**config.mk**
```make
export PLATFORM = sky130hd
export DESIGN_NAME = pipe_control_unit_flat
export DESIGN_NICKNAME = d
export VERILOG_FILES = /design/src/rtl/pipe_control_unit_if.sv /design/src/rtl/pipe_control_unit.sv /design/src/flat_wrapper.sv
export SDC_FILE = /design/constraint.sdc
export NUM_CORES = 1
export LEC_CHECK = 0
export CAP_MARGIN = 20
export CORE_MARGIN = 2
export CORE_UTILIZATION = 45
export CTS_CLUSTER_DIAMETER = 100
export DETAILED_ROUTE_END_ITERATION = 16
export GPL_TIMING_DRIVEN = 0
export PLACE_DENSITY_LB_ADDON = 0.3
export SYNTH_ARGS = -nofsm -noshare
export SYNTH_HDL_FRONTEND = slang
export SYNTH_SLANG_ARGS = --single-unit
```
**constraint.sdc**
```tcl
create_clock -name clk -period 2.44 [get_ports clk]
set_clock_uncertainty 0.2 [all_clocks]
set_input_delay 0.244 -clock clk [delete_from_list [all_inputs] [get_ports clk]]
set_output_delay 0.244 -clock clk [all_outputs]
set_load 0.05 [all_outputs]
```
**src/rtl/pipe_control_unit_if.sv**
```systemverilog
// Handshake/bus bundle between the ID-stage front end and the pipeline control unit.
interface pipe_control_unit_if;
  logic        id_valid;
  logic [31:0] id_instr;
  logic        stall_in;
  logic        flush_ex;
  logic        id_stall;
  logic        muldiv_busy;
  logic        ex_valid;
  logic        mem_valid;
  logic        wb_valid;
  logic [18:0] ex_ctrl;
  logic [18:0] mem_ctrl;
  logic [18:0] wb_ctrl;
  logic [4:0]  ex_rd;
  logic [4:0]  mem_rd;
  logic [4:0]  wb_rd;
  logic        ex_illegal;

  modport master (
    output id_valid, id_instr, stall_in, flush_ex,
    input  id_stall, muldiv_busy, ex_valid, mem_valid, wb_valid,
    input  ex_ctrl, mem_ctrl, wb_ctrl, ex_rd, mem_rd, wb_rd, ex_illegal
  );

  modport slave (
    input  id_valid, id_instr, stall_in, flush_ex,
    output id_stall, muldiv_busy, ex_valid, mem_valid, wb_valid,
    output ex_ctrl, mem_ctrl, wb_ctrl, ex_rd, mem_rd, wb_rd, ex_illegal
  );
endinterface

```
**src/rtl/pipe_control_unit.sv**
```systemverilog
// RV32I(M) control unit: decodes ID into a control bundle and carries it through EX/MEM/WB,
// handling load-use bubbles, external stall, branch flush and multi-cycle muldiv hold in EX.
module pipe_control_unit #(
  parameter int unsigned EN_MULDIV  = 0,
  parameter int unsigned MULDIV_LAT = 4
) (
  input logic                 clk,
  input logic                 rst,
  pipe_control_unit_if.slave  bus
);
  localparam int unsigned CNT_W = (MULDIV_LAT > 1) ? $clog2(MULDIV_LAT) : 1;

  typedef struct packed {
    logic       muldiv;
    logic [3:0] alu_control;
    logic       next_sel;
    logic       mem_en;
    logic       jalr;
    logic       branch;
    logic       store;
    logic       load;
    logic [1:0] mem_to_reg;
    logic       operand_b;
    logic       operand_a;
    logic [2:0] imm_sel;
    logic       reg_write;
  } ctrl_t;

  typedef enum logic [6:0] {
    OPC_LOAD   = 7'b0000011,
    OPC_OPIMM  = 7'b0010011,
    OPC_AUIPC  = 7'b0010111,
    OPC_STORE  = 7'b0100011,
    OPC_OP     = 7'b0110011,
    OPC_LUI    = 7'b0110111,
    OPC_BRANCH = 7'b1100011,
    OPC_JALR   = 7'b1100111,
    OPC_JAL    = 7'b1101111
  } opcode_e;

  typedef enum logic [2:0] {ACT_ADVANCE, ACT_STALL, ACT_HOLD, ACT_FLUSH, ACT_BUBBLE} act_e;

  logic             ex_valid_q, ex_valid_d, mem_valid_q, mem_valid_d, wb_valid_q, wb_valid_d;
  ctrl_t            ex_ctrl_q, ex_ctrl_d, mem_ctrl_q, mem_ctrl_d, wb_ctrl_q, wb_ctrl_d;
  logic [4:0]       ex_rd_q, ex_rd_d, mem_rd_q, mem_rd_d, wb_rd_q, wb_rd_d;
  logic             ex_illegal_q, ex_illegal_d;
  logic [CNT_W-1:0] cnt_q, cnt_d;

  ctrl_t      dec_ctrl;
  logic       dec_legal, dec_rw, uses_rs1, uses_rs2;
  logic [2:0] funct3;
  logic [6:0] funct7;
  logic [4:0] rd, rs1, rs2;
  logic       hold, load_use;
  act_e       act;

  assign funct3 = bus.id_instr[14:12];
  assign funct7 = bus.id_instr[31:25];
  assign rd     = bus.id_instr[11:7];
  assign rs1    = bus.id_instr[19:15];
  assign rs2    = bus.id_instr[24:20];

  always_comb begin
    dec_ctrl  = '0;
    dec_legal = 1'b1;
    dec_rw    = 1'b0;
    uses_rs1  = 1'b0;
    uses_rs2  = 1'b0;
    case (bus.id_instr[6:0])
      OPC_OP: begin
        dec_rw   = 1'b1;
        uses_rs1 = 1'b1;
        uses_rs2 = 1'b1;
        dec_ctrl.alu_control = {bus.id_instr[30], funct3};
        if (funct7 == 7'b0000001) begin
          dec_ctrl.muldiv = 1'b1;
          dec_legal       = (EN_MULDIV != 0);
        end else if (funct7 == 7'b0100000) begin
          dec_legal = (funct3 == 3'b000) || (funct3 == 3'b101);
        end else begin
          dec_legal = (funct7 == 7'b0000000);
        end
      end
      OPC_OPIMM: begin
        dec_rw   = 1'b1;
        uses_rs1 = 1'b1;
        dec_ctrl.operand_b   = 1'b1;
        dec_ctrl.alu_control = {bus.id_instr[30] & (funct3 == 3'b101), funct3};
      end
      OPC_LOAD: begin
        dec_rw   = 1'b1;
        uses_rs1 = 1'b1;
        dec_ctrl.load       = 1'b1;
        dec_ctrl.mem_en     = 1'b1;
        dec_ctrl.mem_to_reg = 2'b01;
        dec_ctrl.operand_b  = 1'b1;
      end
      OPC_STORE: begin
        uses_rs1 = 1'b1;
        uses_rs2 = 1'b1;
        dec_ctrl.store     = 1'b1;
        dec_ctrl.mem_en    = 1'b1;
        dec_ctrl.operand_b = 1'b1;
        dec_ctrl.imm_sel   = 3'b001;
      end
      OPC_BRANCH: begin
        uses_rs1 = 1'b1;
        uses_rs2 = 1'b1;
        dec_ctrl.branch  = 1'b1;
        dec_ctrl.imm_sel = 3'b010;
      end
      OPC_JAL: begin
        dec_rw = 1'b1;
        dec_ctrl.next_sel   = 1'b1;
        dec_ctrl.mem_to_reg = 2'b10;
        dec_ctrl.operand_a  = 1'b1;
        dec_ctrl.operand_b  = 1'b1;
        dec_ctrl.imm_sel    = 3'b100;
      end
      OPC_JALR: begin
        dec_rw   = 1'b1;
        uses_rs1 = 1'b1;
        dec_ctrl.jalr       = 1'b1;
        dec_ctrl.next_sel   = 1'b1;
        dec_ctrl.mem_to_reg = 2'b10;
        dec_ctrl.operand_b  = 1'b1;
      end
      OPC_LUI: begin
        dec_rw = 1'b1;
        dec_ctrl.operand_b = 1'b1;
        dec_ctrl.imm_sel   = 3'b011;
      end
      OPC_AUIPC: begin
        dec_rw = 1'b1;
        dec_ctrl.operand_a = 1'b1;
        dec_ctrl.operand_b = 1'b1;
        dec_ctrl.imm_sel   = 3'b011;
      end
      default: dec_legal = 1'b0;
    endcase
    dec_ctrl.reg_write = dec_rw && (rd != 5'd0);
    if (!dec_legal) begin
      dec_ctrl = '0;
      uses_rs1 = 1'b0;
      uses_rs2 = 1'b0;
    end
  end

  assign hold     = ex_valid_q && ex_ctrl_q.muldiv && (cnt_q != '0);
  assign load_use = bus.id_valid && ex_valid_q && ex_ctrl_q.load && (ex_rd_q != 5'd0) &&
                    ((uses_rs1 && (rs1 == ex_rd_q)) || (uses_rs2 && (rs2 == ex_rd_q)));

  always_comb begin
    if (bus.stall_in)     act = ACT_STALL;
    else if (hold)        act = ACT_HOLD;
    else if (bus.flush_ex) act = ACT_FLUSH;
    else if (load_use)    act = ACT_BUBBLE;
    else                  act = ACT_ADVANCE;
  end

  always_comb begin
    ex_valid_d   = ex_valid_q;
    ex_ctrl_d    = ex_ctrl_q;
    ex_rd_d      = ex_rd_q;
    ex_illegal_d = ex_illegal_q;
    mem_valid_d  = mem_valid_q;
    mem_ctrl_d   = mem_ctrl_q;
    mem_rd_d     = mem_rd_q;
    wb_valid_d   = wb_valid_q;
    wb_ctrl_d    = wb_ctrl_q;
    wb_rd_d      = wb_rd_q;
    cnt_d        = cnt_q;
    if (act != ACT_STALL) begin
      wb_valid_d = mem_valid_q;
      wb_ctrl_d  = mem_ctrl_q;
      wb_rd_d    = mem_rd_q;
      // During a muldiv hold EX keeps its contents and MEM is fed bubbles.
      if (act == ACT_HOLD) begin
        mem_valid_d = 1'b0;
        mem_ctrl_d  = '0;
        mem_rd_d    = '0;
        cnt_d       = cnt_q - CNT_W'(1);
      end else begin
        mem_valid_d  = ex_valid_q;
        mem_ctrl_d   = ex_ctrl_q;
        mem_rd_d     = ex_rd_q;
        ex_valid_d   = 1'b0;
        ex_ctrl_d    = '0;
        ex_rd_d      = '0;
        ex_illegal_d = 1'b0;
        cnt_d        = '0;
        if (act == ACT_ADVANCE && bus.id_valid) begin
          ex_valid_d   = 1'b1;
          ex_ctrl_d    = dec_ctrl;
          ex_rd_d      = dec_ctrl.reg_write ? rd : 5'd0;
          ex_illegal_d = !dec_legal;
          if (dec_ctrl.muldiv) cnt_d = CNT_W'(MULDIV_LAT - 1);
        end
      end
    end
  end

  always_ff @(posedge clk) begin
    if (rst) begin
      ex_valid_q   <= 1'b0;
      ex_ctrl_q    <= '0;
      ex_rd_q      <= '0;
      ex_illegal_q <= 1'b0;
      mem_valid_q  <= 1'b0;
      mem_ctrl_q   <= '0;
      mem_rd_q     <= '0;
      wb_valid_q   <= 1'b0;
      wb_ctrl_q    <= '0;
      wb_rd_q      <= '0;
      cnt_q        <= '0;
    end else begin
      ex_valid_q   <= ex_valid_d;
      ex_ctrl_q    <= ex_ctrl_d;
      ex_rd_q      <= ex_rd_d;
      ex_illegal_q <= ex_illegal_d;
      mem_valid_q  <= mem_valid_d;
      mem_ctrl_q   <= mem_ctrl_d;
      mem_rd_q     <= mem_rd_d;
      wb_valid_q   <= wb_valid_d;
      wb_ctrl_q    <= wb_ctrl_d;
      wb_rd_q      <= wb_rd_d;
      cnt_q        <= cnt_d;
    end
  end

  assign bus.id_stall    = (act == ACT_STALL) || (act == ACT_HOLD) || (act == ACT_BUBBLE);
  assign bus.muldiv_busy = hold;
  assign bus.ex_valid    = ex_valid_q;
  assign bus.mem_valid   = mem_valid_q;
  assign bus.wb_valid    = wb_valid_q;
  assign bus.ex_ctrl     = ex_ctrl_q;
  assign bus.mem_ctrl    = mem_ctrl_q;
  assign bus.wb_ctrl     = wb_ctrl_q;
  assign bus.ex_rd       = ex_rd_q;
  assign bus.mem_rd      = mem_rd_q;
  assign bus.wb_rd       = wb_rd_q;
  assign bus.ex_illegal  = ex_illegal_q;
endmodule
```
**src/flat_wrapper.sv**
```systemverilog
// flat-port wrapper written by rule: the top's interface ports become plain ports
module pipe_control_unit_flat 
#(
  parameter int unsigned EN_MULDIV  = 0,
  parameter int unsigned MULDIV_LAT = 4
)
  (clk, rst, bus_id_valid, bus_id_instr, bus_stall_in, bus_flush_ex, bus_id_stall, bus_muldiv_busy, bus_ex_valid, bus_mem_valid, bus_wb_valid, bus_ex_ctrl, bus_mem_ctrl, bus_wb_ctrl, bus_ex_rd, bus_mem_rd, bus_wb_rd, bus_ex_illegal);
  pipe_control_unit_if bus_i ();
  input logic clk;
  input logic rst;
  input wire logic [$bits(bus_i.id_valid)-1:0] bus_id_valid;
  input wire logic [$bits(bus_i.id_instr)-1:0] bus_id_instr;
  input wire logic [$bits(bus_i.stall_in)-1:0] bus_stall_in;
  input wire logic [$bits(bus_i.flush_ex)-1:0] bus_flush_ex;
  output wire logic [$bits(bus_i.id_stall)-1:0] bus_id_stall;
  output wire logic [$bits(bus_i.muldiv_busy)-1:0] bus_muldiv_busy;
  output wire logic [$bits(bus_i.ex_valid)-1:0] bus_ex_valid;
  output wire logic [$bits(bus_i.mem_valid)-1:0] bus_mem_valid;
  output wire logic [$bits(bus_i.wb_valid)-1:0] bus_wb_valid;
  output wire logic [$bits(bus_i.ex_ctrl)-1:0] bus_ex_ctrl;
  output wire logic [$bits(bus_i.mem_ctrl)-1:0] bus_mem_ctrl;
  output wire logic [$bits(bus_i.wb_ctrl)-1:0] bus_wb_ctrl;
  output wire logic [$bits(bus_i.ex_rd)-1:0] bus_ex_rd;
  output wire logic [$bits(bus_i.mem_rd)-1:0] bus_mem_rd;
  output wire logic [$bits(bus_i.wb_rd)-1:0] bus_wb_rd;
  output wire logic [$bits(bus_i.ex_illegal)-1:0] bus_ex_illegal;
  assign bus_i.id_valid = bus_id_valid;
  assign bus_i.id_instr = bus_id_instr;
  assign bus_i.stall_in = bus_stall_in;
  assign bus_i.flush_ex = bus_flush_ex;
  assign bus_id_stall = bus_i.id_stall;
  assign bus_muldiv_busy = bus_i.muldiv_busy;
  assign bus_ex_valid = bus_i.ex_valid;
  assign bus_mem_valid = bus_i.mem_valid;
  assign bus_wb_valid = bus_i.wb_valid;
  assign bus_ex_ctrl = bus_i.ex_ctrl;
  assign bus_mem_ctrl = bus_i.mem_ctrl;
  assign bus_wb_ctrl = bus_i.wb_ctrl;
  assign bus_ex_rd = bus_i.ex_rd;
  assign bus_mem_rd = bus_i.mem_rd;
  assign bus_wb_rd = bus_i.wb_rd;
  assign bus_ex_illegal = bus_i.ex_illegal;
  pipe_control_unit #(.EN_MULDIV(EN_MULDIV), .MULDIV_LAT(MULDIV_LAT)) u_core (.clk(clk), .rst(rst), .bus(bus_i));
endmodule
```
; Yosys cells after proc, flatten, opt, wreduce, memory -nomap -nowiden
; Cells that the tools add are included.
[word_totals]
register_bits = 78
out_inout_bits = 78
elab_cells = 136
[op_classes]
n_addsub = 1
n_eq_ne = 18
muxes = 37
n_bitwise = 2
reduce_logical = 31
[ops]
columns = operator, n
row1 = $mux 19, 3
row2 = $eq 7x6->1 const B, 4
row3 = $eq 7x7->1 const B, 3
row4 = $mux 1, 20
row5 = $mux 5, 3
row6 = $eq 7x5->1 const B, 2
row7 = $reduce_or 7->1, 2
row8 = $mux 3, 4
row9 = $pmux 3 s4, 1
row10 = $eq 5x5->1, 2
row11 = $logic_and 1x1->1, 10
row12 = $reduce_bool 5->1, 2
row13 = $pmux 4 s2, 1
row14 = $reduce_or 2->1, 4
row15 = $reduce_or 8->1, 1
row16 = $eq 7x1->1 const B, 1
row17 = $eq 7x2->1 const B, 1
row18 = $logic_not 7->1, 1
row19 = $eq 3x3->1 const B, 2
row20 = $logic_not 3->1, 2
row21 = $mux 2, 3
row22 = $reduce_or 6->1, 1
row23 = $logic_or 1x1->1, 4
row24 = $pmux 2 s2, 1
row25 = other kinds (11), 11

; Longest topological paths before layout
; Gate-level depths: netlist of the first run.
[logic_depth]
ltp_word = 17
depth_mapped = 9
ltp_nobuf = 8

; Worst setup path after synthesis of the first run
; Ideal clock, no wire load.
[synth_timing]
path_type = reg2out
startpoint = reg u_core.ex_rd_q[4] (netlist: u_core.bus.ex_rd[4])
endpoint = out bus_id_stall
t_arrival_ns = 2.070
required_ns = 1.996
setup_slack_ns = -0.074
stages_incl_launch_ff = 6
n_path_buf = 0
path_cell_list = dfxtp_1 xnor2_1 nand4_1 a2111o_1 a211oi_2 a211o_1
[synth_between]
elab_chain_len = 11
elab_cells_between_ends = 17
cone_classes = eq/ne (5) / mux (4) / reduce/logical (8)
[synth_lines]
columns = item, line_no
row1 = "start, declared", pipe_control_unit.sv:45  ; logic [4:0] ex_rd_q, ex_rd_d, mem_rd_q, mem_rd_d, wb_rd_q, wb_rd_d;
row2 = "start signal, assigned", pipe_control_unit.sv:219  ; ex_rd_q <= ex_rd_d;
row3 = $eq 5x5->1, pipe_control_unit.sv:151  ; ((uses_rs1 && (rs1 == ex_rd_q)) || (uses_rs2 && (rs2 == ex_rd_q)));
row4 = $logic_and 1x1->1, pipe_control_unit.sv:151
row5 = $logic_or 1x1->1, pipe_control_unit.sv:151
row6 = $logic_and 1x1->1 (*), pipe_control_unit.sv:150  ; assign load_use = bus.id_valid && ex_valid_q && ex_ctrl_q.load && (ex_rd_q != 5'd0) &&
row7 = $mux 3 (*), pipe_control_unit.sv:157  ; else if (load_use) act = ACT_BUBBLE;
row8 = $mux 3 (*), pipe_control_unit.sv:156  ; else if (bus.flush_ex) act = ACT_FLUSH;
row9 = $mux 3 (*), pipe_control_unit.sv:155  ; else if (hold) act = ACT_HOLD;
row10 = $mux 3 (*), pipe_control_unit.sv:154  ; if (bus.stall_in) act = ACT_STALL;
row11 = $eq 3x1->1 / $eq 3x2->1 (equally long branches), pipe_control_unit.sv:231  ; assign bus.id_stall = (act == ACT_STALL) || (act == ACT_HOLD) || (act == ACT_BUBBLE);
row12 = $logic_or 1x1->1, pipe_control_unit.sv:231
row13 = $logic_or 1x1->1 (*), pipe_control_unit.sv:231
row14 = "end, declared", flat_wrapper.sv:15  ; output wire logic [$bits(bus_i.id_stall)-1:0] bus_id_stall;
; Mark *: on every way between the ends. The rest lies on a longest branch, timed or not.

; Worst setup path in the final report of the first run
[layout_timing]
startpoint = reg u_core.ex_rd_q[0] (netlist: u_core.bus.ex_rd[0])
endpoint = out bus_id_stall
; The elaborated chain is that of the path after synthesis.

==> results of run 1 <==
-- final cells by class --
class	count	area, um^2	area share [%]
inverters	5	18.8	0.388
clock buffers	11	141	2.93
multi-input cells	279	1650	34.2
well taps	99	124	2.56
flip-flops and latches	75	1510	31.3
plain buffers	29	160	3.31
clock inverters	3	40.0	0.828
repair buffers	120	1180	24.5
-- metal layers --
metal	vias up	global-route usage, %
met1	1490	28.6
met5	-	0
met4	0	7.73
met3	15	5.45
met2	149	37.5
li1	1573	-
-- flip-flops by register name, summed over array words and instances, names as in the netlist --
signal                 flops
u_core.bus.ex_rd           5
u_core.bus.mem_rd          5
u_core.bus.ex_illegal      1
u_core.bus.wb_valid        1
u_core.bus.ex_valid        1
u_core.cnt_q               2
u_core.bus.wb_rd           5
u_core.bus.mem_valid       1
u_core.bus.wb_ctrl        18
u_core.bus.mem_ctrl       18
u_core.bus.ex_ctrl        18
-- synthesized netlist by cell type (5+ instances only) --
| cell type | n | area share (%) |
|---|---|---|
| a21oi_1 | 26 | 4.0 |
| clkbuf_1 | 15 | 1.7 |
| dfxtp_1 | 75 | 46 |
| mux2i_1 | 25 | 7.6 |
| nand2_1 | 54 | 6.2 |
| nand3_1 | 10 | 1.5 |
| nand4_1 | 6 | 1.1 |
| nor2_1 | 81 | 9.3 |
| o21ai_0 | 6 | 0.92 |
| o21ai_1 | 6 | 0.92 |
| o21ai_2 | 10 | 2.7 |
| xnor2_1 | 6 | 1.6 |
| xor2_1 | 5 | 1.3 |
-- worst max-delay path by stage --
| stage | startpoint | slack, ps | endpoint |
|---|---|---|---|
| after floorplan | u_core.bus.ex_rd[2] | 8 | bus_id_stall |
| after global placement | bus_id_instr[4] | -1090 | bus_id_stall |
| after CTS | bus_id_instr[6] | -130 | bus_id_stall |
| after detailed placement | bus_id_instr[4] | -1090 | bus_id_stall |
| after global routing | u_core.bus.ex_rd[0] | -100 | bus_id_stall |
| final | u_core.bus.ex_rd[0] | -40 | bus_id_stall |
-- cell families (layout without fill, tap and decap cells) --
kind of cell	after synthesis	in the layout	synth area share (%)
buffers and inverters	35	168	5.30
xor gates and xnor gates	11	11	2.94
adders and majority gates	1	1	0.382
and+or+nand+nor	174	174	24.3
AOI/OAI and AO/OA	68	68	13.7
DFF	75	75	45.8
muxes	25	25	7.63
-- stage by stage --
stage                     setup WS, ps  setup TNS (ps)  area [um^2]
final                            -38.2           -38.2         4830
after floorplan                   8.02               0         3280
after CTS                         -132            -132         4770
after global placement           -1090           -3310         4510
after detailed placement         -1090           -3510         4510
after global routing             -99.1           -99.1         4830
-- worst max-delay path, stage by stage (launching register included) --
cell	delay, ps
dfxtp_4	370
or4_1	520
o211ai_1	300
a211oi_4	60
a211o_1	300
buf_6	160
-- report_power, final --
part	switching, uW	total (uW)	internal (uW)
registers	3.78	1230	1220
clock network	414	900	486
logic	123	224	101
-- timing repair --
action                                  4_1_cts  5_1_grt
endpoints found under the setup margin        2        2
hold buffers                                  1        0
resized for setup                            18        8
hold endpoints to repair                      1        0
setup buffers                                 3        6
pin swaps                                     3        5
==> out/qor.txt, run 1 <==
status -> complete, but fails checks
failing checks -> setup timing
max-slew violations -> 0
RePlAce Congestion -> 0.850
RR Startpoint -> u_core.cnt_q[0]
Die Span X -> 89.4 um
TritonCTS Buffers -> 9
Final #Nets -> 557
Lkg Pwr -> 0.00184 uW
largest net degree at the start of global routing -> 12
Syn. warnings -> 0
FF-to-FF End -> u_core.bus.ex_ctrl[17]
M1 WL -> 3840 um
max_slew headroom -> 49.5%
achievable frequency -> 404 MHz
vias per std cell -> 5.20
Die Y -> 89.4 um
Post-synth ARST share -> 0%
Seq/Total Area, Yosys -> 45.8%
RSZ-0062 raised after global routing -> yes
Placed Cells -> 598
Hold Path Stages -> 3
Hold WS -> 30.5 ps
DR vias -> 3227
Worst Path Required -> 2000 ps
die area -> 0.00798 mm^2
worst reg2reg setup slack -> 160 ps
Final Critical Period -> 2480 ps
Startpoint Class -> flip-flop
Antenna Diode Count -> 0
fin cells -> 621
length of the first detailed-routing pass in iterations -> 5
Syn-to-layout area delta -> 47.4%
total track usage -> 22.5%
clock-pin slew on the worst setup and hold paths -> 70 ps
Antenna Nets Post-Route -> 0
EDFF count, synth -> 0
Filler cells -> 622
Synth Instances -> 389
layout cells sized above 1 -> 12.1%
max cap viols -> 0
met2 routed WL -> 4290 um
drt initial violations -> 192
final setup fails -> 1
Top Ports -> 115
HP Start -> bus_id_instr[3]
Setup crit end kind -> output pin
CP max FO -> 6
initial antenna violation count -> 0
Worst EP arrival -> 2030 ps
Seq cells post-synth -> 75
FF-to-FF path depth -> 8
top sig layer -> met4
H-tree lvl count -> 3
Worst Hold Class -> in2reg
Pwr Density -> 487 mW/mm^2
Cell Area, Synth -> 0.00328 mm^2
drt wl/cell -> 14.3 um
Hold EP -> u_core.bus.ex_ctrl[3]
total gr overflow -> 0
total power -> 2350 uW
commonest cells after routing, fill and taps aside -> clkdlybuf4s50_1, nor2_1, dfxtp_1
Tightest Pin Transition -> 757 ps
CTS Buffer Depth -> 2
commonest non-fill, non-tap cell in the layout -> clkdlybuf4s50_1
post-DP HPWL -> 6730 um
Row Count -> 31
Clock Latency Late Sink -> 330 ps
initial cell density of the core -> 45.9%
Peak VDD IR -> 0.000321 V
Net Count, Synth -> 427
CTS tree -> done
Distinct cells, synth -> 49
Final Util -> 67.7%
core box area -> 0.00714 mm^2
Synth Flop Type -> dfxtp_1
first-pass GRT wire length -> 13900 um
routed wire length -> 8880 um
Clock Root Buffer -> clkbuf_8
Fin. Hold Viols -> 0
# port buffers -> 110
vias in the first global route -> 2914
Synth Area per Inst -> 8.43 um^2
Worst Setup Path Type -> reg2out
final worst slack -> -38.2 ps
CTS Sinks -> 75
DRC -> 0
Met3 Routed Length -> 588 um
fin crit share -> 102%
Note: power is estimated with default switching activity, not from simulation.
==> run 2, diff against run 1 <==
ABC_AREA = 1   (was not set)
==> run 2 against run 1 <==
Against the previous run: the flow now finishes without violations; synthesized area grew 2.5%; critical path depth grew 6; register-to-register slack gained 350 ps; global-route usage shrank 0.40 points; die area grew 2.4%; sequential power is essentially flat; first-iteration DRC count shrank 5.2%; critical path type is now in2out.
==> out/qor.txt, run 2 <==
Worst EP arrival -> 1920 ps
die area -> 0.00817 mm^2
Antenna Nets Post-Route -> 0
critical path cell sequence -> clkdlybuf4s50_1 -> nand2_2 -> nor2_4 -> nand2_4 -> nand2_2 -> nand3_1 -> nand2_2 -> nand3_4 -> buf_12 -> nand2_1 -> buf_6
CTS Buffer Depth -> 2
Cell Area, Synth -> 0.00336 mm^2
Synth Instances -> 455
initial antenna violation count -> 0
total track usage -> 22.1%
Yosys top cell area share -> 44.7%
Syn-to-layout area delta -> 46.3%
Distinct cells, synth -> 31
Seq/Total Area, Yosys -> 44.7%
status -> complete, no violations
Post-synth ARST share -> 0%
Net Count, Synth -> 493
first-pass GRT wire length -> 14900 um
Synth Flop Type -> dfxtp_1
max-slew violations -> 0
final worst slack -> 73.9 ps
# port buffers -> 112
CTS Sinks -> 75
Row Count -> 31
Setup crit start -> bus_id_instr[0]
Fin. Hold Viols -> 0
DR vias -> 3401
core box area -> 0.00725 mm^2
Worst path max stage delay -> 470 ps
Pwr Density -> 481 mW/mm^2
RePlAce Congestion -> 0.843
CTS tree -> done
Top Ports -> 115
layout cells sized above 1 -> 15.0%
drt wl/cell -> 13.1 um
Startpoint Class -> input port
hold_buf cts -> 0
vias per std cell -> 4.91
Max stage delay cell, worst path -> clkdlybuf4s50_1
commonest cells after routing, fill and taps aside -> nand2_1, clkdlybuf4s50_1, dfxtp_1
drt initial violations -> 182
post-DP HPWL -> 6950 um
top post-synthesis cells by area -> dfxtp_1, nand2_1, a21oi_1, nand3_1, nor2_1
Syn. warnings -> 0
fin crit share -> 97.0%
Worst Setup Path Type -> in2out
final setup fails -> 0
Die Span X -> 90.4 um
achievable frequency -> 423 MHz
Synth Area per Inst -> 7.38 um^2
max_slew headroom -> 61.5%
most frequent CP cell -> nand2_2
commonest non-fill, non-tap cell in the layout -> nand2_1
length of the first detailed-routing pass in iterations -> 4
max cap viols -> 0
Seq cells post-synth -> 75
Final Critical Period -> 2370 ps
DRC -> 0
HP Start -> rst
RR Startpoint -> u_core.cnt_q[1]
H-tree lvl count -> 3
routed wire length -> 9080 um
EDFF count, synth -> 0
Setup crit end kind -> output pin
Peak VDD IR -> 0.000250 V
Antenna Diode Count -> 0
cell taking the most area after synthesis -> dfxtp_1
setup TNS -> 0 ps
vias in the first global route -> 3197
most frequent cell after synthesis -> nand2_1
Hold WS -> 93.4 ps
Tightest Pin Transition -> 577 ps
TritonCTS Buffers -> 9
Filler cells -> 633
top post-synthesis cells by count -> nand2_1, dfxtp_1, a21oi_1
total gr overflow -> 0
Worst Path Required -> 2000 ps
total power -> 2370 uW
initial cell density of the core -> 46.3%
largest net degree at the start of global routing -> 14
Worst Hold Class -> in2reg
Die Y -> 90.4 um
Clock Latency Late Sink -> 340 ps
Lkg Pwr -> 0.00182 uW
Final Util -> 67.8%
Clock Root Buffer -> clkbuf_8
CP max FO -> 5
pre-CTS setup slack -> -714 ps
clock-pin slew on the worst setup and hold paths -> 80 ps
Final #Nets -> 626
[run 2: cell count changes after synthesis, moves of 7 or more]
cell and delta:
a21oi_1 +40, a21oi_2 +7, inv_1 +19, mux2i_1 -25
nand2_1 +99, nand3_1 +10, nor2_1 -56, o21ai_2 -10
[run 2: cells by family after synthesis]
group	count (synthesis)	share of synthesized area [%]
AO/OA/AOI/OAI	80	12.9
buffers and inverters	56	7.26
flip-flops	75	44.7
XOR/XNOR	5	1.30
AND/OR/NAND/NOR	238	33.5
adder cells (fa/ha/maj)	1	0.372
[run 2: per-stage QoR]
step	instances	cell area, um^2
3_5_place_dp	666	4600
3_3_place_gp	666	4600
4_1_cts	682	4800
6_report	692	4920
2_1_floorplan	455	3360
5_1_grt	692	4920
[run 2: report_power, final]
group / total (uW) / internal [uW] / switching (uW)
Clock: 928 / 474 / 454
Combinational: 212 / 85.2 / 127
Sequential: 1230 / 1220 / 1.85
[run 2: area by class of cell]
class	count	area [um^2]	area share, %
multi-input combinational	324	1640	33.3
sequential	75	1510	30.6
timing repair buffer	122	1210	24.6
buffer	26	133	2.70
clock buffer	10	128	2.60
tap	99	124	2.52
inverter	30	113	2.29
clock inverter	6	65.1	1.32
[run 2: what timing repair did]
item / 4_1_cts / 5_1_grt
gates resized for setup: 11 / 15
setup endpoints to repair: 2 / 1
setup buffers: 0 / 10
pin swaps: 1 / 9
[run 2: worst paths after layout]
kind	end	slack, ps	cells after the start
max reg2reg	u_core.bus.ex_ctrl[6]	510	13
min	u_core.bus.mem_rd[2]	90	2
max	bus_id_stall	70	11
min reg2reg	u_core.bus.wb_rd[2]	250	2
[run 2: metal layers]
layer	part of all wire (%)	wire length [um]	global-route usage (%)
met1	44	3960	27.7
met2	49	4490	38.5
met3	6.2	567	3.76
met4	0.73	66	7.69
met5	0	0	0
[run 2: critical path: cells and delay by family]
kind / cells / cell delay, ps
buffers and inverters: 3 / 780
and+or+nand+nor: 8 / 900
